[config.mk]
export PLATFORM = sky130hd
export DESIGN_NAME = dmem_req_arbiter
export DESIGN_NICKNAME = d
export VERILOG_FILES = /design/src/rtl/mem_types_pkg.sv /design/src/rtl/dmem_write_queue.sv /design/src/rtl/dmem_req_arbiter.sv
export SDC_FILE = /design/constraint.sdc
export NUM_CORES = 1
export LEC_CHECK = 0
export CAP_MARGIN = 10
export CORE_AREA = 2 2 218 263
export CTS_CLUSTER_DIAMETER = 40
export DETAILED_ROUTE_END_ITERATION = 8
export DIE_AREA = 0 0 220 265
export GPL_TIMING_DRIVEN = 0
export HOLD_SLACK_MARGIN = 0.06
export PLACE_DENSITY_LB_ADDON = 0.05
export SETUP_SLACK_MARGIN = 0.15
export SLEW_MARGIN = 20
export SYNTH_ARGS = -nofsm -noshare
export SYNTH_HDL_FRONTEND = slang
export SYNTH_SLANG_ARGS = --single-unit
[constraint.sdc]
create_clock -name CLK -period 4.3 [get_ports CLK]
set_clock_uncertainty 0.15 [all_clocks]
set_input_delay 1.075 -clock CLK [delete_from_list [all_inputs] [get_ports CLK]]
set_output_delay 1.075 -clock CLK [all_outputs]
set_load 0.01 [all_outputs]
[src/rtl/mem_types_pkg.sv]
// mem_types_pkg: shared block/word types and entry records for the dmem request arbiter.
package mem_types_pkg;
  localparam int NUM_REQ_DEF = 2;
  localparam int OUTST_DEF = 4;
  localparam int WQ_DEPTH_DEF = 4;
  localparam int REQ_ID_W = 4;
  typedef logic [12:0] block_addr_t;
  typedef logic [31:0] word_t;
  typedef logic [REQ_ID_W-1:0] req_id_t;
  typedef struct packed {
    logic valid;
    block_addr_t block_addr;
    req_id_t id;
  } outst_entry_t;
  typedef struct packed {
    block_addr_t block_addr;
    word_t [1:0] data;
  } wq_entry_t;
endpackage

[src/rtl/dmem_write_queue.sv]
// dmem_write_queue: writeback FIFO with per-port address CAM reporting the youngest matching entry.
module dmem_write_queue import mem_types_pkg::*; #(
  parameter int DEPTH = WQ_DEPTH_DEF,
  parameter int NQ = NUM_REQ_DEF
) (
  input  logic CLK,
  input  logic RST,
  input  logic push,
  input  logic pop,
  input  wq_entry_t push_entry,
  output wq_entry_t head,
  output logic full,
  output logic empty,
  input  block_addr_t [NQ-1:0] match_addr,
  output logic [NQ-1:0] hit,
  output word_t [NQ-1:0][1:0] hit_data
);
  localparam int AW = $clog2(DEPTH);
  wq_entry_t q [DEPTH];
  logic [AW-1:0] hd, tl;
  logic [AW:0] cnt;
  assign head = q[hd];
  assign full = cnt == (AW+1)'(DEPTH);
  assign empty = cnt == '0;
  always_ff @(posedge CLK) begin
    if (RST) begin
      hd <= '0;
      tl <= '0;
      cnt <= '0;
    end else begin
      if (push) begin
        q[tl] <= push_entry;
        tl <= tl + 1'b1;
      end
      if (pop) hd <= hd + 1'b1;
      cnt <= cnt + (AW+1)'(push) - (AW+1)'(pop);
    end
  end
  // scan oldest to youngest so the last hit left standing is the youngest
  always_comb begin
    hit = '0;
    hit_data = '0;
    for (int n = 0; n < NQ; n++)
      for (int k = 0; k < DEPTH; k++)
        if ((AW+1)'(k) < cnt && q[hd + AW'(k)].block_addr == match_addr[n]) begin
          hit[n] = 1'b1;
          hit_data[n] = q[hd + AW'(k)].data;
        end
  end
endmodule

[src/rtl/dmem_req_arbiter.sv]
// dmem_req_arbiter: round-robin block-read arbitration plus writeback FIFO sharing the dmem ports.
// Define DMEM_WR_FORWARD_EN to serve reads that hit the write queue directly from queued data.
module dmem_req_arbiter import mem_types_pkg::*; #(
  parameter int NUM_REQ = NUM_REQ_DEF,
  parameter int OUTST = OUTST_DEF,
  parameter int WQ_DEPTH = WQ_DEPTH_DEF
) (
  input  logic CLK,
  input  logic RST,
  input  logic [NUM_REQ-1:0] req_valid,
  input  block_addr_t [NUM_REQ-1:0] req_block_addr,
  output logic [NUM_REQ-1:0] req_ready,
  output logic [NUM_REQ-1:0] resp_valid,
  output block_addr_t resp_block_addr,
  output word_t [1:0] resp_data,
  input  logic wr_valid,
  input  block_addr_t wr_block_addr,
  input  word_t [1:0] wr_data,
  output logic wr_ready,
  output logic mem_rd_valid,
  output block_addr_t mem_rd_block_addr,
  input  logic mem_rd_ready,
  input  logic mem_resp_valid,
  input  block_addr_t mem_resp_block_addr,
  input  word_t [1:0] mem_resp_data,
  output logic mem_wr_valid,
  output block_addr_t mem_wr_block_addr,
  output word_t [1:0] mem_wr_data,
  input  logic mem_wr_ready,
  output logic idle,
  output logic error
);
  localparam int RW = $clog2(NUM_REQ);
  localparam int TW = $clog2(OUTST);
  outst_entry_t tbl [OUTST];
  logic [NUM_REQ-1:0] in_tbl, wq_hit, cand_mem, cand_fwd, cand;
  word_t [NUM_REQ-1:0][1:0] wq_hit_data;
  logic [RW-1:0] rr, gnt;
  logic [TW-1:0] free_idx, rsp_idx;
  logic found, rd_go, fwd_go, tbl_full, head_blk, any_out, rsp_hit;
  logic push, pop, wq_full, wq_empty;
  wq_entry_t wq_in, wq_head;
  assign wq_in = '{block_addr: wr_block_addr, data: wr_data};
  dmem_write_queue #(.DEPTH(WQ_DEPTH), .NQ(NUM_REQ)) u_wq (
    .CLK(CLK), .RST(RST), .push(push), .pop(pop), .push_entry(wq_in), .head(wq_head),
    .full(wq_full), .empty(wq_empty), .match_addr(req_block_addr), .hit(wq_hit),
    .hit_data(wq_hit_data)
  );
  always_comb begin
    in_tbl = '0;
    tbl_full = 1'b1;
    any_out = 1'b0;
    head_blk = 1'b0;
    rsp_hit = 1'b0;
    rsp_idx = '0;
    free_idx = '0;
    for (int i = OUTST-1; i >= 0; i--) begin
      if (!tbl[i].valid) begin
        tbl_full = 1'b0;
        free_idx = TW'(i);
      end
      any_out = any_out | tbl[i].valid;
      head_blk = head_blk | (tbl[i].valid && tbl[i].block_addr == wq_head.block_addr);
      if (tbl[i].valid && tbl[i].block_addr == mem_resp_block_addr) begin
        rsp_hit = mem_resp_valid;
        rsp_idx = TW'(i);
      end
      for (int r = 0; r < NUM_REQ; r++)
        in_tbl[r] = in_tbl[r] | (tbl[i].valid && tbl[i].block_addr == req_block_addr[r]);
    end
  end
  // a forwarded grant needs the response register, so it yields to memory responses
  always_comb begin
    cand_mem = req_valid & ~in_tbl & ~wq_hit & {NUM_REQ{mem_rd_ready && !wq_full && !tbl_full}};
`ifdef DMEM_WR_FORWARD_EN
    cand_fwd = req_valid & ~in_tbl & wq_hit & {NUM_REQ{!mem_resp_valid}};
`else
    cand_fwd = '0;
`endif
    cand = RST ? '0 : cand_mem | cand_fwd;
    found = 1'b0;
    gnt = rr;
    for (int k = NUM_REQ-1; k >= 0; k--)
      if (cand[RW'(rr + RW'(k))]) begin
        found = 1'b1;
        gnt = RW'(rr + RW'(k));
      end
    fwd_go = found && cand_fwd[gnt];
    rd_go = found && !cand_fwd[gnt];
    req_ready = found ? NUM_REQ'(1) << gnt : '0;
  end
  assign mem_rd_valid = rd_go;
  assign mem_rd_block_addr = req_block_addr[gnt];
  assign mem_wr_valid = !RST && !wq_empty && !head_blk && !rd_go;
  assign mem_wr_block_addr = wq_head.block_addr;
  assign mem_wr_data = wq_head.data;
  assign wr_ready = !RST && !wq_full;
  assign push = wr_valid && wr_ready;
  assign pop = mem_wr_valid && mem_wr_ready;
  assign idle = wq_empty && !any_out;
  always_ff @(posedge CLK) begin
    if (RST) begin
      rr <= '0;
      resp_valid <= '0;
      resp_block_addr <= '0;
      resp_data <= '0;
      error <= 1'b0;
      for (int i = 0; i < OUTST; i++) tbl[i] <= '0;
    end else begin
      error <= mem_resp_valid && !rsp_hit;
      resp_valid <= rsp_hit ? NUM_REQ'(1) << tbl[rsp_idx].id : fwd_go ? NUM_REQ'(1) << gnt : '0;
      if (rsp_hit) begin
        resp_block_addr <= mem_resp_block_addr;
        resp_data <= mem_resp_data;
      end else if (fwd_go) begin
        resp_block_addr <= req_block_addr[gnt];
        resp_data <= wq_hit_data[gnt];
      end
      if (found) rr <= gnt + 1'b1;
      if (rsp_hit) tbl[rsp_idx].valid <= 1'b0;
      if (rd_go) tbl[free_idx] <= '{valid: 1'b1, block_addr: req_block_addr[gnt], id: req_id_t'(gnt)};
    end
  end
endmodule
Yosys cells after proc, flatten, opt, wreduce, memory -nomap -nowiden

Memories as Yosys holds them, arrays and structs flattened. A register that Yosys moved wholly into a read port is not among the register bits.
Cells that the tools add are included.

Add/subtract/negate cells: 8
Multipliers: 0
Divide/modulo/power cells: 0
Magnitude comparators: 7
Equal/unequal tests: 25
Shift operators: 2
Multiplexer cells: 72
Bitwise logic cells: 17
Reductions and logical operators: 49

Operators with widths:

| kind                  | count |
|---|---|
| $mux W64              | 12 |
| $eq A13 B13 Y1        | 24 |
| $mux W13              | 4 |
| $mux W1               | 37 |
| $logic_and A1 B1 Y1   | 36 |
| $mux W2               | 17 |
| $mux W15              | 2 |
| $reduce_or A15 Y1     | 2 |
| $or A1 B1 Y1          | 12 |
| $logic_not A1 Y1      | 9 |
| $and A2 B2 Y2         | 3 |
| $lt A1 B2 Y1 const B  | 3 |
| $lt A1 B3 Y1 const A  | 2 |
| $lt A2 B3 Y1 const A  | 2 |
| $add A2 B1 Y2 const B | 2 |
| $add A2 B2 Y2 const B | 2 |
| $not A2 Y2            | 2 |
| $shl A1 B4 Y2 const A | 1 |
| $add A3 B1 Y3         | 1 |
| $eq A3 B3 Y1 const B  | 1 |
| $logic_not A3 Y1      | 1 |
| $sub A3 B1 Y3         | 1 |
| $add A1 B1 Y1 const B | 2 |
| $reduce_bool A2 Y1    | 1 |
| $shl A1 B1 Y2 const A | 1 |

Register bits: 88
Latch bits: 0
Bits in writable memories: 368
Bits in read-only memories: 0
Input port bits: 188
Output and inout bits: 176
Word-level logic and storage cells: 191
Memories kept: 2

Memory list:

| memory | depth | bits a word | rd ports | clocked after memory_dff | wr ports | RTL line               | source |
|---|---|---|---|---|---|---|---|
| u_wq.q | 4     | 77          | 4        | 1                        | 1        | dmem_write_queue.sv:19 | `wq_entry_t q [DEPTH];` |
| tbl    | 4     | 15          | 5        | 0                        | 4        | dmem_req_arbiter.sv:35 | `outst_entry_t tbl [OUTST];` |

Longest topological paths before layout

Gate-level depths: netlist of the first run.
An unclocked memory read counts as a cell.

Word-level depth: 24
Gate-level depth with buffers: 18
Mapped depth without buffers: 15

Cells and area by module

From an unflattened synthesis of the first run, not the netlist that was laid out.

Cell total of the unflattened synthesis: 2841
Area, all modules: 31321.3 sq um

By module, submodules not included:

| module           | instances | cells an instance | area an instance (sq um) | seq. area each (sq um) |
|---|---|---|---|---|
| dmem_write_queue | 1         | 1890              | 22942.0                  | 9429.0 |
| dmem_req_arbiter | 1         | 951               | 8379.3                   | 3383.2 |

Least setup slack after synthesis of the first run

No wires, ideal clock.

Kind: input port to output port
Start point: input RST
End point: output mem_rd_block_addr[9]
Arrival time: 3.574 ns
Required time: 3.075 ns
Setup slack: -0.499 ns
Cell stages on the path: 11
Buffers on the path: 3
Cells stage by stage: clkbuf_1 > a31oi_1 > and3_1 > o311a_1 > nand3_1 > or4_1 > maj3_2 > buf_6 > buf_6 > mux2i_4 > inv_1

Longest elaborated chain between the ends: 7
Elaborated cells on any way between the ends: 9
Those cells by class: mux: 9

RTL lines:

| what                                           | RTL line               | source |
|---|---|---|
| start, declared                                | dmem_req_arbiter.sv:9  | `input logic RST,` |
| $mux W2 *                                      | dmem_req_arbiter.sv:80 | `cand = RST ? '0 : cand_mem \| cand_fwd;` |
| $mux W1 (not written as such) (2 in series)    | dmem_req_arbiter.sv:84 | `if (cand[RW'(rr + RW'(k))]) begin` |
| $mux W1                                        | dmem_req_arbiter.sv:84 |  |
| $mux W1 *                                      | dmem_req_arbiter.sv:84 |  |
| $mux W13 (not written as such) * (2 in series) | dmem_req_arbiter.sv:93 | `assign mem_rd_block_addr = req_block_addr[gnt];` |
| end, declared                                  | dmem_req_arbiter.sv:21 | `output block_addr_t mem_rd_block_addr,` |

Mark *: on every way between the ends. The rest lies on a longest branch, timed or not. The select of a mux whose other input is x is not followed.

Worst setup path in the final report of the first run

Start point: input req_block_addr[13] in the netlist's numbering
End point: output mem_rd_block_addr[12]

Longest elaborated chain between the ends: 16
Elaborated cells on any way between the ends: 37
Those cells by class: eq/ne: 8; mux: 13; bitwise: 8; reduce/logical: 8

RTL lines:

| what                                                  | RTL line                                       | source |
|---|---|---|
| start, declared                                       | dmem_req_arbiter.sv:11                         | `input block_addr_t [NUM_REQ-1:0] req_block_addr,` |
| $eq A13 B13 Y1 (on tied branches)                     | dmem_req_arbiter.sv:69, dmem_write_queue.sv:45 |  |
| $logic_and A1 B1 Y1 (on tied branches)                | dmem_req_arbiter.sv:69, dmem_write_queue.sv:45 |  |
| $or A1 B1 Y1 or $mux W1 (tied branches) (3 in series) | dmem_req_arbiter.sv:69, dmem_write_queue.sv:45 |  |
| $not A2 Y2 or $mux W1 (tied branches)                 | dmem_req_arbiter.sv:74, dmem_write_queue.sv:45 |  |
| $and A2 B2 Y2 or $not A2 Y2 (tied branches)           | dmem_req_arbiter.sv:74                         | `cand_mem = req_valid & ~in_tbl & ~wq_hit & {NUM_REQ{mem_rd_ready && !wq_full && !tbl_full}};` |
| $and A2 B2 Y2 * (2 in series)                         | dmem_req_arbiter.sv:74                         |  |
| $mux W2 *                                             | dmem_req_arbiter.sv:80                         |  |
| $mux W1 (not written as such) (2 in series)           | dmem_req_arbiter.sv:84                         |  |
| $mux W1                                               | dmem_req_arbiter.sv:84                         |  |
| $mux W1 *                                             | dmem_req_arbiter.sv:84                         |  |
| $mux W13 (not written as such) * (2 in series)        | dmem_req_arbiter.sv:93                         |  |

Marked as above.

==> results of run 1 <==
-- final cells by class --
cell class                      count  area, um2  area share [%]
Sequential cell                   458      12800            42.7
Multi-Input combinational cell    906       8830            29.4
Timing Repair Buffer              397       4040            13.5
Clock buffer                       76       1780            5.91
Buffer                            155       1020            3.40
Tap cell                          727        910            3.03
Clock inverter                     47        533            1.77
Inverter                           25       93.8           0.312
Antenna cell                        5       12.5          0.0417
-- routing by layer --
layer / track usage, % / wire length, um
met1: 27.7 / 26200
met2: 41.4 / 35000
met3: 5.60 / 5100
met4: 9.38 / 2660
met5: 0 / 14
-- synthesized netlist by cell type, drive strengths merged --
cell / instances
edfxtp: 364
xnor2: 272
nor2: 145
mux4: 112
mux2i: 108
dfxtp: 94
clkbuf: 83
nand4: 80
buf: 73
xor2: 39
nand2: 32
nor4: 29
inv: 25
nor3: 12
ha: 8
nand2b: 8
nand3: 8
nor2b: 8
o21ai: 7
a21oi: 6
and3: 5
nand3b: 3
a211oi: 2
and2: 2
nor3b: 2
or4: 2
a311oi: 1
a31oi: 1
fa: 1
maj3: 1
mux2: 1
nand4b: 1
nor4bb: 1
o2111ai: 1
o211ai: 1
o221ai: 1
o2bb2ai: 1
o311a: 1
o311ai: 1
o31ai: 1
o41ai: 1
or3: 1
-- kinds of logic (layout without fill, tap and decap cells) --
logic type	after synthesis	count (layout)	share of synthesized area (%)
adders and majority gates	10	10	0.595
other	0	5	0
muxes	221	221	16.7
and+or+nand+nor	339	339	7.58
DFF	458	458	58.0
xor gates and xnor gates	311	311	12.3
buffers and inverters	181	700	3.97
AOI/OAI and AO/OA	25	25	0.743
-- metrics by stage --
stage	cell area [um2]	total power (uW)	utilization [%]
3_3_place_gp	26300	8560	47.3
5_1_grt	30000	15100	54.0
4_1_cts	29700	14500	53.4
3_5_place_dp	26500	8570	47.6
6_report	30000	14500	54.0
2_1_floorplan	22100	7220	-
-- state kept, by name, indices dropped and copies added (netlist names), named ones only --
signal           count
error                1
resp_valid           2
u_wq.cnt             3
resp_data           64
u_wq.q             308
u_wq.tl              2
rr                   1
tbl                 60
resp_block_addr     13
u_wq.hd              2
-- critical path: cells and delay by family --
family / cells / cell delay (ns)
and+or+nand+nor: 2 / 0.67
AOI/OAI and AO/OA: 3 / 0.31
buffers and inverters: 8 / 1.32
adders and majority gates: 1 / 0.35
muxes: 1 / 0.22
-- power by group through the flow --
stage                     Combinational, uW  Sequential [uW]  Clock [uW]
after global placement                 3370             5190           0
after global routing                   4090             5100        5870
final                                  3870             5090        5540
after detailed placement               3400             5170           0
after CTS                              3790             5090        5670
after floorplan                        2070             5150           0
-- worst max-delay path by stage --
stage,startpoint,to,cells after the start
after floorplan,RST,mem_rd_block_addr[12],11
after global placement,req_block_addr[5],mem_rd_block_addr[2],13
after detailed placement,req_block_addr[7],mem_rd_block_addr[2],13
after CTS,u_wq.hd[0],mem_rd_block_addr[12],17
after global routing,u_wq.hd[0],mem_rd_block_addr[12],16
final,req_block_addr[13],mem_rd_block_addr[12],15
-- repair_timing --
| action | 4_1_cts | 5_1_grt |
|---|---|---|
| setup endpoints to repair | 193 | 106 |
| pin swaps | 24 | 16 |
| cloned | 3 | 0 |
| resized for setup | 222 | 50 |
| buffers inserted | 46 | 14 |
==> metrics.csv, run 1 <==
stage,metric,value,unit
run_status,status,"finished, violations left",
run_status,violations,negative setup slack,
yosys,synth_seq_area_share,58.0,%
critical_path,critical_path_class,primary input to output pin,
yosys,synth_top_cell_by_area,edfxtp_1,
power,power.switching,4100,uW
detailed_routing,finalWirelength,69000,um
finish,final_common_cell,edfxtp_1,
critical_path,crit_chain,"clkdlybuf4s15_1, buf_6, buf_4, buf_4, o2bb2ai_1, o21ai_1, o2111ai_1, nor4_1, or4_4, maj3_2, buf_12, buf_16, mux2i_4, inv_2, buf_6",
sta,final-hold-violation-count,0,
detailed_routing,vias,14713,
floorplan,coreArea,0.0556,mm2
yosys,synth_area,0.0221,mm2
yosys,ys_seq_elements,458,
finish,fin_nets,2207,
finish,finalNonFillerCells,2796,
critical_path,crit_required,3.07,ns
place,preCtsSetupSlack,-2.14,ns
critical_path,reg2reg_depth,19,
power,p_clk_share,38.2,%
sta,min_period,5.18,ns
sta,slew_headroom,32.8,%
run,drv_cap,0,
floorplan,die_w,220,um
power,vdd_drop_max,0.000377,V
detailed_routing,viasPerCell,5.26,
sta,slew_violations,0,
floorplan,ioPinCount,364,
floorplan,die_y,265,um
place,placedCellCount,2606,
finish,n_fill_cell,4732,
yosys,synthCells,1545,
global_route,grt_pass1_vias,15497,
clock_tree,cts_tree,built,
clock_tree,cts_buffer_depth,3,
yosys,synthTopCellsByArea,"edfxtp_1 (50%), mux4_2 (11%), xnor2_1 (11%)",
sta,setup_violations,17,
yosys,synth_fp_nets,1742,
sta,period_share,120,%
detailed_routing,dr.first_iter.drc_count,939,
power,swShare,28.3,%
global_route,grt_overflow_total,0,
power,internal_power,10400,uW
clock_tree,htree_levels,3,
power,pwr-share-seq,35.1,%
sta,fmax,0.193,GHz
worst_hold_path,min_to,resp_data[62],
power,pwr-share-comb,26.7,%
place,io_buffers,327,
critical_path,setup.worst_path.start_class,primary input,
sta,whs,0.342,ns
place,dp_hpwl,48800,um
critical_path,ff2ff_setup_slack,0.06,ns
critical_path,worstPathArrival,3.95,ns
worst_hold_path,hp-class,flip-flop to flip-flop,
clock_tree,ctsHoldBuffers,0,
detailed_routing,dr.pass1.iters,5,
global_route,grt_usage,23.6,%
place,gp_congestion,0.914,
finish,most-common-layout-cells,"edfxtp_1 (364), clkdlybuf4s50_1 (301), xnor2_1 (267)",
detailed_routing,antenna_left,0,
yosys,synth_cell_types,49,
clock_tree,cts_root_buffer,clkbuf_16,
worst_hold_path,holdPathStages,2,
worst_hold_path,min_from,resp_data[62],
finish,drive_above_1_share,22.8,%
critical_path,regToRegEndpoint,u_wq.cnt[1],
detailed_routing,drc,0,
critical_path,end_kind,output pin,
detailed_routing,wl_per_cell,24.7,um
yosys,avgSynthCellArea,14.3,um2
floorplan,die_area,0.0583,mm2
sta,rsz0062_at_grt,yes,
clock_tree,clk_pin_slew,0.05,ns
sta,worst_slew_pin_slew,0.999,ns
global_route,antenna_found_initial,6,
global_route,grt_pass1_wl,100000,um
global_route,grt_max_degree,42,
floorplan,initial_core_util,39.7,%
critical_path,cp_slowest_cell,or4_4,
yosys,ys_warn_count,0,
clock_tree,cts.sinks,458,
critical_path,path_max_fanout,7,
floorplan,rows,95,
sta,setup_ws,-0.876,ns
power,leakagePower,0.0105,uW
finish,syn2layout_area_growth,36.1,%
clock_tree,clock_latency,0.60,ns
critical_path,slowest_delay,0.58,ns
power,powerDensity,483,mW/mm2
sta,fin_setup_tns,-12.33,ns
yosys,synth_top_area_share,49.5,%
clock_tree,cts_buffers,67,
Note: power is estimated with default switching activity, not from simulation.
==> run 2: changes to the inputs <==
- HOLD_SLACK_MARGIN: 0.06 -> unset
==> results of run 2 <==
No change in the layout: final DEF, timing and power equal those of run 1.
